**src/rtl/mem_word_bridge.sv**
```systemverilog
// Word-to-byte bridge: one 32-bit CPU access becomes four big-endian byte accesses on a sync-read byte RAM.
// Optional: define MEM_BRIDGE_SUBWORD_READ_EN so reads only enable and keep the lanes selected by sel.
module mem_word_bridge #(
    parameter int AW = 14
) (
    input  logic          clk,
    input  logic          rst,
    input  logic          req,
    input  logic          we,
    input  logic [AW-1:0] adr,
    input  logic [3:0]    sel,
    input  logic [31:0]   dat_i,
    output logic [31:0]   dat_o,
    output logic          ack,
    output logic          busy,
    output logic [AW-1:0] mem_adr,
    output logic [7:0]    mem_dat_o,
    input  logic [7:0]    mem_dat_i,
    output logic          mem_we,
    output logic          mem_en
);

    typedef enum logic [1:0] {
        ST_IDLE = 2'd0,
        ST_XFER = 2'd1,
        ST_WAIT = 2'd2,
        ST_ACK  = 2'd3
    } state_t;

    state_t          state_q, state_d;
    logic [1:0]      k_q, k_d;
    logic [AW-3:0]   wadr_q, wadr_d;
    logic            we_q, we_d;
    logic [3:0]      sel_q, sel_d;
    logic [31:0]     wdat_q, wdat_d;

    logic [31:0]     dat_o_q, dat_o_d;
    logic            ack_q, ack_d;
    logic            busy_q, busy_d;
    logic [AW-1:0]   mem_adr_q, mem_adr_d;
    logic [7:0]      mem_dat_o_q, mem_dat_o_d;
    logic            mem_we_q, mem_we_d;
    logic            mem_en_q, mem_en_d;

    logic [7:0]      wbyte [4];
    logic [3:0]      lane_keep;
    logic            cap_en;
    logic [1:0]      cap_lane;
    logic            lane_sel_d;
    logic            unused_adr_lsb;

    assign unused_adr_lsb = ^adr[1:0];

    // Lane gi is byte offset gi from the word base: lane 0 is bits 31:24.
    generate
        for (genvar gi = 0; gi < 4; gi++) begin : g_lane
            assign wbyte[gi] = wdat_d[31-8*gi -: 8];
`ifdef MEM_BRIDGE_SUBWORD_READ_EN
            assign lane_keep[gi] = sel_q[3-gi];
`else
            assign lane_keep[gi] = 1'b1;
`endif
            assign dat_o_d[31-8*gi -: 8] =
                (cap_en && cap_lane == 2'(gi)) ? (lane_keep[gi] ? mem_dat_i : 8'h00)
                                               : dat_o_q[31-8*gi -: 8];
        end
    endgenerate

    // Read byte k returns one cycle after issue; in WAIT k has wrapped to 0, so k-1 is lane 3.
    assign cap_en   = ((state_q == ST_XFER) && (k_q != 2'd0) && !we_q) || (state_q == ST_WAIT);
    assign cap_lane = k_q - 2'd1;

    always_comb begin
        state_d = state_q;
        k_d     = k_q;
        wadr_d  = wadr_q;
        we_d    = we_q;
        sel_d   = sel_q;
        wdat_d  = wdat_q;
        case (state_q)
            ST_IDLE: begin
                if (req) begin
                    state_d = ST_XFER;
                    k_d     = 2'd0;
                    wadr_d  = adr[AW-1:2];
                    we_d    = we;
                    sel_d   = sel;
                    wdat_d  = dat_i;
                end
            end
            ST_XFER: begin
                k_d = k_q + 2'd1;
                if (k_q == 2'd3) begin
                    state_d = we_q ? ST_ACK : ST_WAIT;
                end
            end
            ST_WAIT: state_d = ST_ACK;
            ST_ACK:  state_d = ST_IDLE;
            default: state_d = ST_IDLE;
        endcase
    end

    // Memory-side outputs are registered, so they are computed from the next state.
    always_comb begin
        mem_en_d    = 1'b0;
        mem_we_d    = 1'b0;
        mem_adr_d   = '0;
        mem_dat_o_d = 8'h00;
        lane_sel_d  = sel_d[~k_d];
        if (state_d == ST_XFER) begin
            mem_adr_d   = {wadr_d, k_d};
            mem_dat_o_d = wbyte[k_d];
            if (we_d) begin
                mem_en_d = lane_sel_d;
                mem_we_d = lane_sel_d;
            end else begin
`ifdef MEM_BRIDGE_SUBWORD_READ_EN
                mem_en_d = lane_sel_d;
`else
                mem_en_d = 1'b1;
`endif
            end
        end
        ack_d  = (state_d == ST_ACK);
        busy_d = (state_d != ST_IDLE);
    end

    always_ff @(posedge clk or negedge rst) begin
        if (!rst) begin
            state_q     <= ST_IDLE;
            k_q         <= 2'd0;
            wadr_q      <= '0;
            we_q        <= 1'b0;
            sel_q       <= 4'h0;
            wdat_q      <= 32'h0;
            dat_o_q     <= 32'h0;
            ack_q       <= 1'b0;
            busy_q      <= 1'b0;
            mem_adr_q   <= '0;
            mem_dat_o_q <= 8'h00;
            mem_we_q    <= 1'b0;
            mem_en_q    <= 1'b0;
        end else begin
            state_q     <= state_d;
            k_q         <= k_d;
            wadr_q      <= wadr_d;
            we_q        <= we_d;
            sel_q       <= sel_d;
            wdat_q      <= wdat_d;
            dat_o_q     <= dat_o_d;
            ack_q       <= ack_d;
            busy_q      <= busy_d;
            mem_adr_q   <= mem_adr_d;
            mem_dat_o_q <= mem_dat_o_d;
            mem_we_q    <= mem_we_d;
            mem_en_q    <= mem_en_d;
        end
    end

    assign dat_o     = dat_o_q;
    assign ack       = ack_q;
    assign busy      = busy_q;
    assign mem_adr   = mem_adr_q;
    assign mem_dat_o = mem_dat_o_q;
    assign mem_we    = mem_we_q;
    assign mem_en    = mem_en_q;

endmodule

```
**config.mk**
```make
export PLATFORM = sky130hd
export DESIGN_NAME = mem_word_bridge
export DESIGN_NICKNAME = d
export VERILOG_FILES = /design/src/rtl/mem_word_bridge.sv
export SDC_FILE = /design/constraint.sdc
export NUM_CORES = 1
export LEC_CHECK = 0
export CELL_PAD_IN_SITES_DETAIL_PLACEMENT = 1
export CELL_PAD_IN_SITES_GLOBAL_PLACEMENT = 1
export CORE_MARGIN = 2
export CORE_UTILIZATION = 44
export CTS_CLUSTER_DIAMETER = 50
export CTS_CLUSTER_SIZE = 10
export DETAILED_ROUTE_END_ITERATION = 10
export DONT_BUFFER_PORTS = 1
export HOLD_SLACK_MARGIN = 0.05
export PLACE_DENSITY = 0.79
export SLEW_MARGIN = 20
export SYNTH_ARGS = -nofsm -noshare
export SYNTH_HDL_FRONTEND = slang
export SYNTH_SLANG_ARGS = --single-unit
export TNS_END_PERCENT = 1
```
**constraint.sdc**
```tcl
create_clock -name clk -period 2.7 [get_ports clk]
set_input_delay 0.27 -clock clk [delete_from_list [all_inputs] [get_ports clk]]
set_output_delay 0.27 -clock clk [all_outputs]
set_load 0.01 [all_outputs]
```
### Yosys cells after proc, flatten, opt, wreduce, memory -nomap -nowiden

Cells that the tools add are included.

* memory bits (read-only): 0
* bits of input ports: 62
* output and inout port bits: 58
* memories: 0
* latch bits: 0
* bits in writable memories: 0
* bits in registers: 111

* divide/modulo/power cells: 0
* reductions and logical operators: 12
* muxes and demuxes: 25
* magnitude comparators: 2
* shift-type cells: 0
* bitwise operators: 2
* equality and inequality tests: 9
* multiply operators: 0
* add/sub/neg operators: 2

Operators with widths (number)
* 2-to-1 mux 32 bit: 2
* 2-to-1 mux 12 bit: 2
* 2-to-1 mux 8 bit: 3
* binary-select mux 8 bit (select 2 bit): 1
* 2-to-1 mux 14 bit: 1
* equality test 2 bit, second input constant: 6
* 2-to-1 mux 1 bit: 8
* 2-to-1 mux 4 bit: 2
* one-hot mux 2 bit (4 select lines): 1
* equality test 2 x 1 -> 1 bit, second input constant: 3
* logical AND 1 bit: 6
* 2-to-1 mux 2 bit: 3
* zero test 2 bit: 2
* one-hot mux 2 bit (2 select lines): 1
* nonzero test 2 bit: 2
* >= comparator 3 bit, second input constant: 1
* less-than comparator 2 x 3 -> 1 bit, second input constant: 1
* NOT 2 -> 3 bit: 1
* adder 2 x 1 -> 2 bit, second input constant: 1
* binary-select mux 1 bit (select 2 bit): 1
* NOT 2 bit: 1
* subtractor 2 x 1 -> 2 bit, second input constant: 1
* zero test 1 bit: 1
* logical OR 1 bit: 1

### Logic depth before layout (Yosys ltp)

* word-level depth: 7
* mapped depth: 8
* mapped depth without buffers: 6

### Worst setup path before layout

No wires, ideal clock.

* path type: reg-to-reg
* from: register k_q[0]
* to: register mem_dat_o_q[0], in the netlist mem_dat_o[0]
* stages on the path, launching flop included: 7
* buffers on the path: 1
* arrival: 1644 ps
* library setup time: 83 ps
* slack: 973 ps
* period minus slack after synthesis: 1727 ps
* cells stage by stage: dfrtp_1 -> buf_4 -> inv_1 -> ha_1 -> or3b_1 -> a21o_1 -> o22ai_1

* cells in the longest elaborated chain, start to end: 7
* elaborated cells on any way between the ends: 12

Ends and longest elaborated chain
* start, declared: RTL line 31 `logic [1:0] k_q, k_d;`
* start signal, assigned: RTL line 145 `k_q <= k_d;`
* adder 2 x 1 -> 2 bit / 2-to-1 mux 2 bit (equally long branches): RTL line 92, 82
* one-hot mux 2 bit (2 select lines): RTL line 80 `case (state_q)`
* NOT 2 -> 3 bit (implied by the code): RTL line 112 `mem_dat_o_d = wbyte[k_d];`
* binary-select mux 8 bit (select 2 bit): RTL line 112
* 2-to-1 mux 8 bit (implied by the code) (2 in a row): RTL line 112
* 2-to-1 mux 8 bit (*): RTL line 110 `if (state_d == ST_XFER) begin`
* net mem_dat_o_d[0]: RTL line 41 `logic [7:0] mem_dat_o_q, mem_dat_o_d;`
* end signal, assigned: RTL line 154 `mem_dat_o_q <= mem_dat_o_d;`
* end, declared: RTL line 41

The timed path passes the listed nets; every way through them passes the cells marked *. The select of a mux whose other input is x is not followed.
A chain may end at the register's enable or synchronous reset.

### Worst setup path in the final report

* from: register state_q[0]
* to: register mem_dat_o_q[3], in the netlist mem_dat_o[3]

* cells in the longest elaborated chain, start to end: 7
* elaborated cells on any way between the ends: 15

Ends and longest elaborated chain
* start, declared: RTL line 30 `state_t state_q, state_d;`
* start signal, assigned: RTL line 144 `state_q <= state_d;`
* equality test 2 x 1 -> 1 bit / zero test 2 bit (equally long branches): RTL line 80
* one-hot mux 2 bit (2 select lines): RTL line 80
* NOT 2 -> 3 bit (implied by the code): RTL line 112
* binary-select mux 8 bit (select 2 bit): RTL line 112
* 2-to-1 mux 8 bit (implied by the code) (2 in a row): RTL line 112
* 2-to-1 mux 8 bit (*): RTL line 110
* net mem_dat_o_d[3]: RTL line 41

Marks and branches as above.

==> report_table.html <==
<table>
<tr><th>Metric</th><th>Value</th></tr>
<tr><th colspan="2">Run status</th></tr>
<tr><td>Outcome</td><td>finished with violations</td></tr>
<tr><td>Violations in the final reports</td><td>negative hold slack</td></tr>
<tr><th colspan="2">Final layout</th></tr>
<tr><td>Antenna cells</td><td>0</td></tr>
<tr><td>NumNets Final</td><td>573</td></tr>
<tr><td>Proportion of layout cells with a drive suffix above 1</td><td>about 17%</td></tr>
<tr><td>Multi-input combinational cell area</td><td>1950 µm²</td></tr>
<tr><td>Final core utilization</td><td>between 50% and 60%</td></tr>
<tr><td>Layout overhead on the synthesized area</td><td>17.5%</td></tr>
<tr><td>Final-layout fill cell count</td><td>1183</td></tr>
<tr><td>Register area</td><td>2780 µm²</td></tr>
<tr><th colspan="2">Drt</th></tr>
<tr><td>Drt total wl</td><td>approximately 12000 µm</td></tr>
<tr><td>DRC violation total after the first TritonRoute iteration</td><td>220</td></tr>
<tr><td>Antenna-violating nets left</td><td>0</td></tr>
<tr><td>Vias/cell</td><td>approximately 5.3</td></tr>
<tr><td>Met3 layer wire length in the routed design</td><td>roughly 470 µm</td></tr>
<tr><td>Pre-Repair DR Iteration Count</td><td>5</td></tr>
<tr><td>Routed len/inst</td><td>18.2 µm</td></tr>
<tr><td>Drc violations</td><td>0</td></tr>
<tr><td>Max Used Layer</td><td>met4</td></tr>
<tr><td>Wire length on met2</td><td>6020 µm</td></tr>
<tr><td>Via Count</td><td>3459</td></tr>
<tr><td>Met1 WL</td><td>5110 µm</td></tr>
<tr><th colspan="2">Timing</th></tr>
<tr><td>Count of pins over their slew limit</td><td>0</td></tr>
<tr><td>Smallest setup slack after layout</td><td>0.536 ns</td></tr>
<tr><td>Setup_tns</td><td>0 ns</td></tr>
<tr><td>Unrepaired setup endpoints after global routing</td><td>no</td></tr>
<tr><td>Post-layout min period</td><td>2.16 ns</td></tr>
<tr><td>Relative slew slack</td><td>between 50% and 60%</td></tr>
<tr><td>Worst slack on hold paths</td><td>-0.422 ns</td></tr>
<tr><td>Final count of hold timing violations</td><td>roughly 110</td></tr>
<tr><td>Share of the clock period used by the worst path</td><td>80.2%</td></tr>
<tr><td>Final number of setup-violating endpoints</td><td>0</td></tr>
<tr><td>Worst slew pin tran</td><td>0.638 ns</td></tr>
<tr><td>Max Clock Freq</td><td>approximately 460 MHz</td></tr>
<tr><td>Setup skew after layout</td><td>0.00934 ns</td></tr>
<tr><th colspan="2">Clocking</th></tr>
<tr><td>Clock latency of the later-clocked register in the worst-skew pair</td><td>0.38 ns</td></tr>
<tr><td>CTS Buffer Depth</td><td>2</td></tr>
<tr><td>Clock transition at the registers of the reported paths</td><td>0.10 ns</td></tr>
<tr><td>Number of setup buffers added after CTS</td><td>0</td></tr>
<tr><td>Number of sinks handled by clock tree synthesis</td><td>111</td></tr>
<tr><td>Total CTS buffers</td><td>9</td></tr>
<tr><td>Post-cts resize count</td><td>0</td></tr>
<tr><td>Count of hold buffers inserted by post-cts repair</td><td>56</td></tr>
<tr><td>TritonCTS clock tree</td><td>built</td></tr>
<tr><td>Clk root buf</td><td>sky130_fd_sc_hd__clkbuf_8</td></tr>
<tr><td>Clock H-tree levels</td><td>3</td></tr>
<tr><th colspan="2">Critical path</th></tr>
<tr><td>Kind of launch point of the worst setup path</td><td>flop</td></tr>
<tr><td>Crit. End Element</td><td>flop</td></tr>
<tr><td>Maximum fanout along the worst path</td><td>10</td></tr>
<tr><td>Category of the critical setup timing path</td><td>flop to flop</td></tr>
<tr><td>WP data arrival</td><td>2.42 ns</td></tr>
<tr><td>Required arrival time at the worst endpoint</td><td>between 2 and 3 ns</td></tr>
<tr><th colspan="2">Yosys</th></tr>
<tr><td>Top flip-flop cell by instance count after synthesis</td><td>sky130_fd_sc_hd__dfrtp_1</td></tr>
<tr><td>Most area-consuming cells after synthesis</td><td>sky130_fd_sc_hd__dfrtp_1, sky130_fd_sc_hd__nand2_1, sky130_fd_sc_hd__mux2_2, sky130_fd_sc_hd__mux2i_1, sky130_fd_sc_hd__a21oi_1</td></tr>
<tr><td>Post-synth EDFFs</td><td>0</td></tr>
<tr><td>Library cell with the largest summed area after synthesis</td><td>sky130_fd_sc_hd__dfrtp_1</td></tr>
<tr><td>Sequential element share of the synthesized area</td><td>56.9%</td></tr>
<tr><td>Share of the synthesized area in the top cell type</td><td>a little under three fifths</td></tr>
<tr><td>Syn_nets</td><td>519</td></tr>
<tr><td>Average instance area after synthesis</td><td>10.8 µm²</td></tr>
<tr><td>Number of storage elements in the synthesis netlist</td><td>111</td></tr>
<tr><td>Count of cell types in the netlist</td><td>36</td></tr>
<tr><td>Synth async-reset ratio</td><td>100%</td></tr>
<tr><td>Netlist area before placement</td><td>4880 µm²</td></tr>
<tr><td>Cells after Synth</td><td>452</td></tr>
<tr><td>Synthesis warning total</td><td>0</td></tr>
<tr><th colspan="2">Global route</th></tr>
<tr><td>Via count of the first global-routing pass</td><td>between 3000 and 4000</td></tr>
<tr><td>Global-route wire length before repair</td><td>19100 µm</td></tr>
<tr><td>Global-route usage over all layers</td><td>about a fifth</td></tr>
<tr><td>Pin count of the biggest net entering global routing</td><td>approximately 110</td></tr>
<tr><td>Initial antenna violation count</td><td>0</td></tr>
<tr><td>Global route overflow</td><td>0</td></tr>
<tr><th colspan="2">Power</th></tr>
<tr><td>Power per Cell Area</td><td>approximately 1300 nW/µm²</td></tr>
<tr><td>Overall power consumption</td><td>7240 µW</td></tr>
<tr><td>Cell leakage power</td><td>0.00274 µW</td></tr>
<tr><td>Max IR drop VDD</td><td>498 µV</td></tr>
<tr><th colspan="2">Flow run</th></tr>
<tr><td>Max Cap Violations</td><td>0</td></tr>
<tr><th colspan="2">Placement</th></tr>
<tr><td>Half-perimeter wire length of the detailed placement result</td><td>7900 µm</td></tr>
<tr><td>Buffers added on ports</td><td>0</td></tr>
<tr><td>Placement-stage worst setup slack</td><td>0.559 ns</td></tr>
<tr><td>Final RePlAce weighted congestion</td><td>0.757</td></tr>
<tr><th colspan="2">Floorplan</th></tr>
<tr><td>Number of rows in the core area</td><td>38</td></tr>
<tr><td>Die Ht</td><td>109 µm</td></tr>
<tr><td>Floorplan Core Area</td><td>10800 µm²</td></tr>
<tr><td>Width of the die</td><td>109 µm</td></tr>
<tr><td># IOs</td><td>120</td></tr>
<tr><td>Die area</td><td>12000 µm²</td></tr>
<tr><td>Starting density of the core</td><td>45.0%</td></tr>
<tr><th colspan="2">Hold path</th></tr>
<tr><td>Hold WC Path Type</td><td>input pin to asynchronous set/reset pin</td></tr>
</table>
[placed cells by master (no fill, tap or decap), drive strengths merged]
cell,instances
inv,8
clkinv,1
or2,1
nor4,1
o22ai,8
dlygate4sd3,56
o32a,5
mux2,38
a21o,3
nor2,11
buf,11
clkbuf,10
a21oi,14
or3b,1
a221oi,1
nand2,157
nor3,5
a22oi,5
and2,3
ha,5
nand2b,4
dfrtp,111
o21bai,1
o21ai,5
nor2b,4
nand3b,1
clkinvlp,2
o221a,5
a211oi,4
a2bb2oi,7
mux2i,21
[critical path: stages, from the launching register on]
cell and delay (ns):
sky130_fd_sc_hd__dfrtp_1 0.50, sky130_fd_sc_hd__nor2b_1 0.57, sky130_fd_sc_hd__buf_4 0.30, sky130_fd_sc_hd__a2bb2oi_1 0.16, sky130_fd_sc_hd__o221a_2 0.31, sky130_fd_sc_hd__nor2_1 0.14, sky130_fd_sc_hd__nor3_2 0.06
[registers in the layout, indices dropped and copies added (netlist names), 2 cells and up]
| signal | cells |
|---|---|
| mem_dat_o | 8 |
| state_q | 2 |
| wdat_q | 32 |
| mem_adr | 14 |
| k_q | 2 |
| sel_q | 4 |
| dat_o | 32 |
| wadr_q | 12 |
[final cells by class]
cell class | instances | share of cell area [%]
Inverter | 7 | 0.458
Clock inverter | 4 | 0.567
Sequential cell | 111 | 48.4
Clock buffer | 10 | 2.40
Multi-Input combinational cell | 310 | 33.9
Timing Repair Buffer | 67 | 11.2
Tap cell | 140 | 3.05
[metrics by stage]
stage | cell area [µm²] | cells
6_report | 5740 | 649
5_1_grt | 5740 | 649
4_1_cts | 5740 | 649
3_5_place_dp | 5010 | 579
3_3_place_gp | 5010 | 579
2_1_floorplan | 4880 | 452
[power breakdown]
part | internal (µW) | total [µW] | switching (µW)
sequential | 2470 | 3220 | 752
combinational | 1420 | 3100 | 1680
clock | 356 | 917 | 561
total | 4240 | 7240 | 3000
[cell usage after synthesis, types with 2 or more instances]
cell type                   count
sky130_fd_sc_hd__nand2_2        5
sky130_fd_sc_hd__o221a_2        5
sky130_fd_sc_hd__nor2_1        10
sky130_fd_sc_hd__buf_2         13
sky130_fd_sc_hd__dfrtp_1      111
sky130_fd_sc_hd__clkbuf_1       5
sky130_fd_sc_hd__a22oi_1        4
sky130_fd_sc_hd__o32a_1         5
sky130_fd_sc_hd__nor3_2         5
sky130_fd_sc_hd__a21oi_1       14
sky130_fd_sc_hd__inv_1          7
sky130_fd_sc_hd__nor2b_1        4
sky130_fd_sc_hd__buf_4          5
sky130_fd_sc_hd__a211oi_1       3
sky130_fd_sc_hd__ha_1           5
sky130_fd_sc_hd__a21o_1         2
sky130_fd_sc_hd__a2bb2oi_1      7
sky130_fd_sc_hd__mux2i_1       21
sky130_fd_sc_hd__nand2_1      152
sky130_fd_sc_hd__mux2_2        37
sky130_fd_sc_hd__o22ai_1        8
sky130_fd_sc_hd__o21ai_0        5
sky130_fd_sc_hd__and2_1         3
sky130_fd_sc_hd__nand2b_1       4
[path summary, 6_finish.rpt]
check	from	to	slack (ns)	cells past startpoint
setup / recovery	state_q[0]	mem_dat_o[3]	0.54	6
max in group asynchronous	rst	mem_dat_o[5]	3.00	0
hold reg to reg	wdat_q[6]	wdat_q[6]	0.48	2
min in group clk	we	we_q	0.07	1
setup reg to reg	state_q[0]	mem_dat_o[3]	0.54	6
hold / removal	rst	wdat_q[19]	-0.42	0
[cells by family after synthesis]
logic type | count (synthesis) | synth area share (%)
AO/OA/AOI/OAI | 58 | 9.07
adder cells (fa/ha/maj) | 5 | 1.28
buffers and inverters | 31 | 3.25
flip-flops | 111 | 56.9
multiplexers | 59 | 13.1
AND/OR/NAND/NOR | 188 | 16.4
[per-layer routing]
metal	global-route usage [%]	vias to the layer above
met2	34.3	81
li1	-	1625
met5	0	-
met1	27.4	1738
met4	8.14	0
met3	3.50	15
No activity file was read; power rests on OpenSTA's default activity.
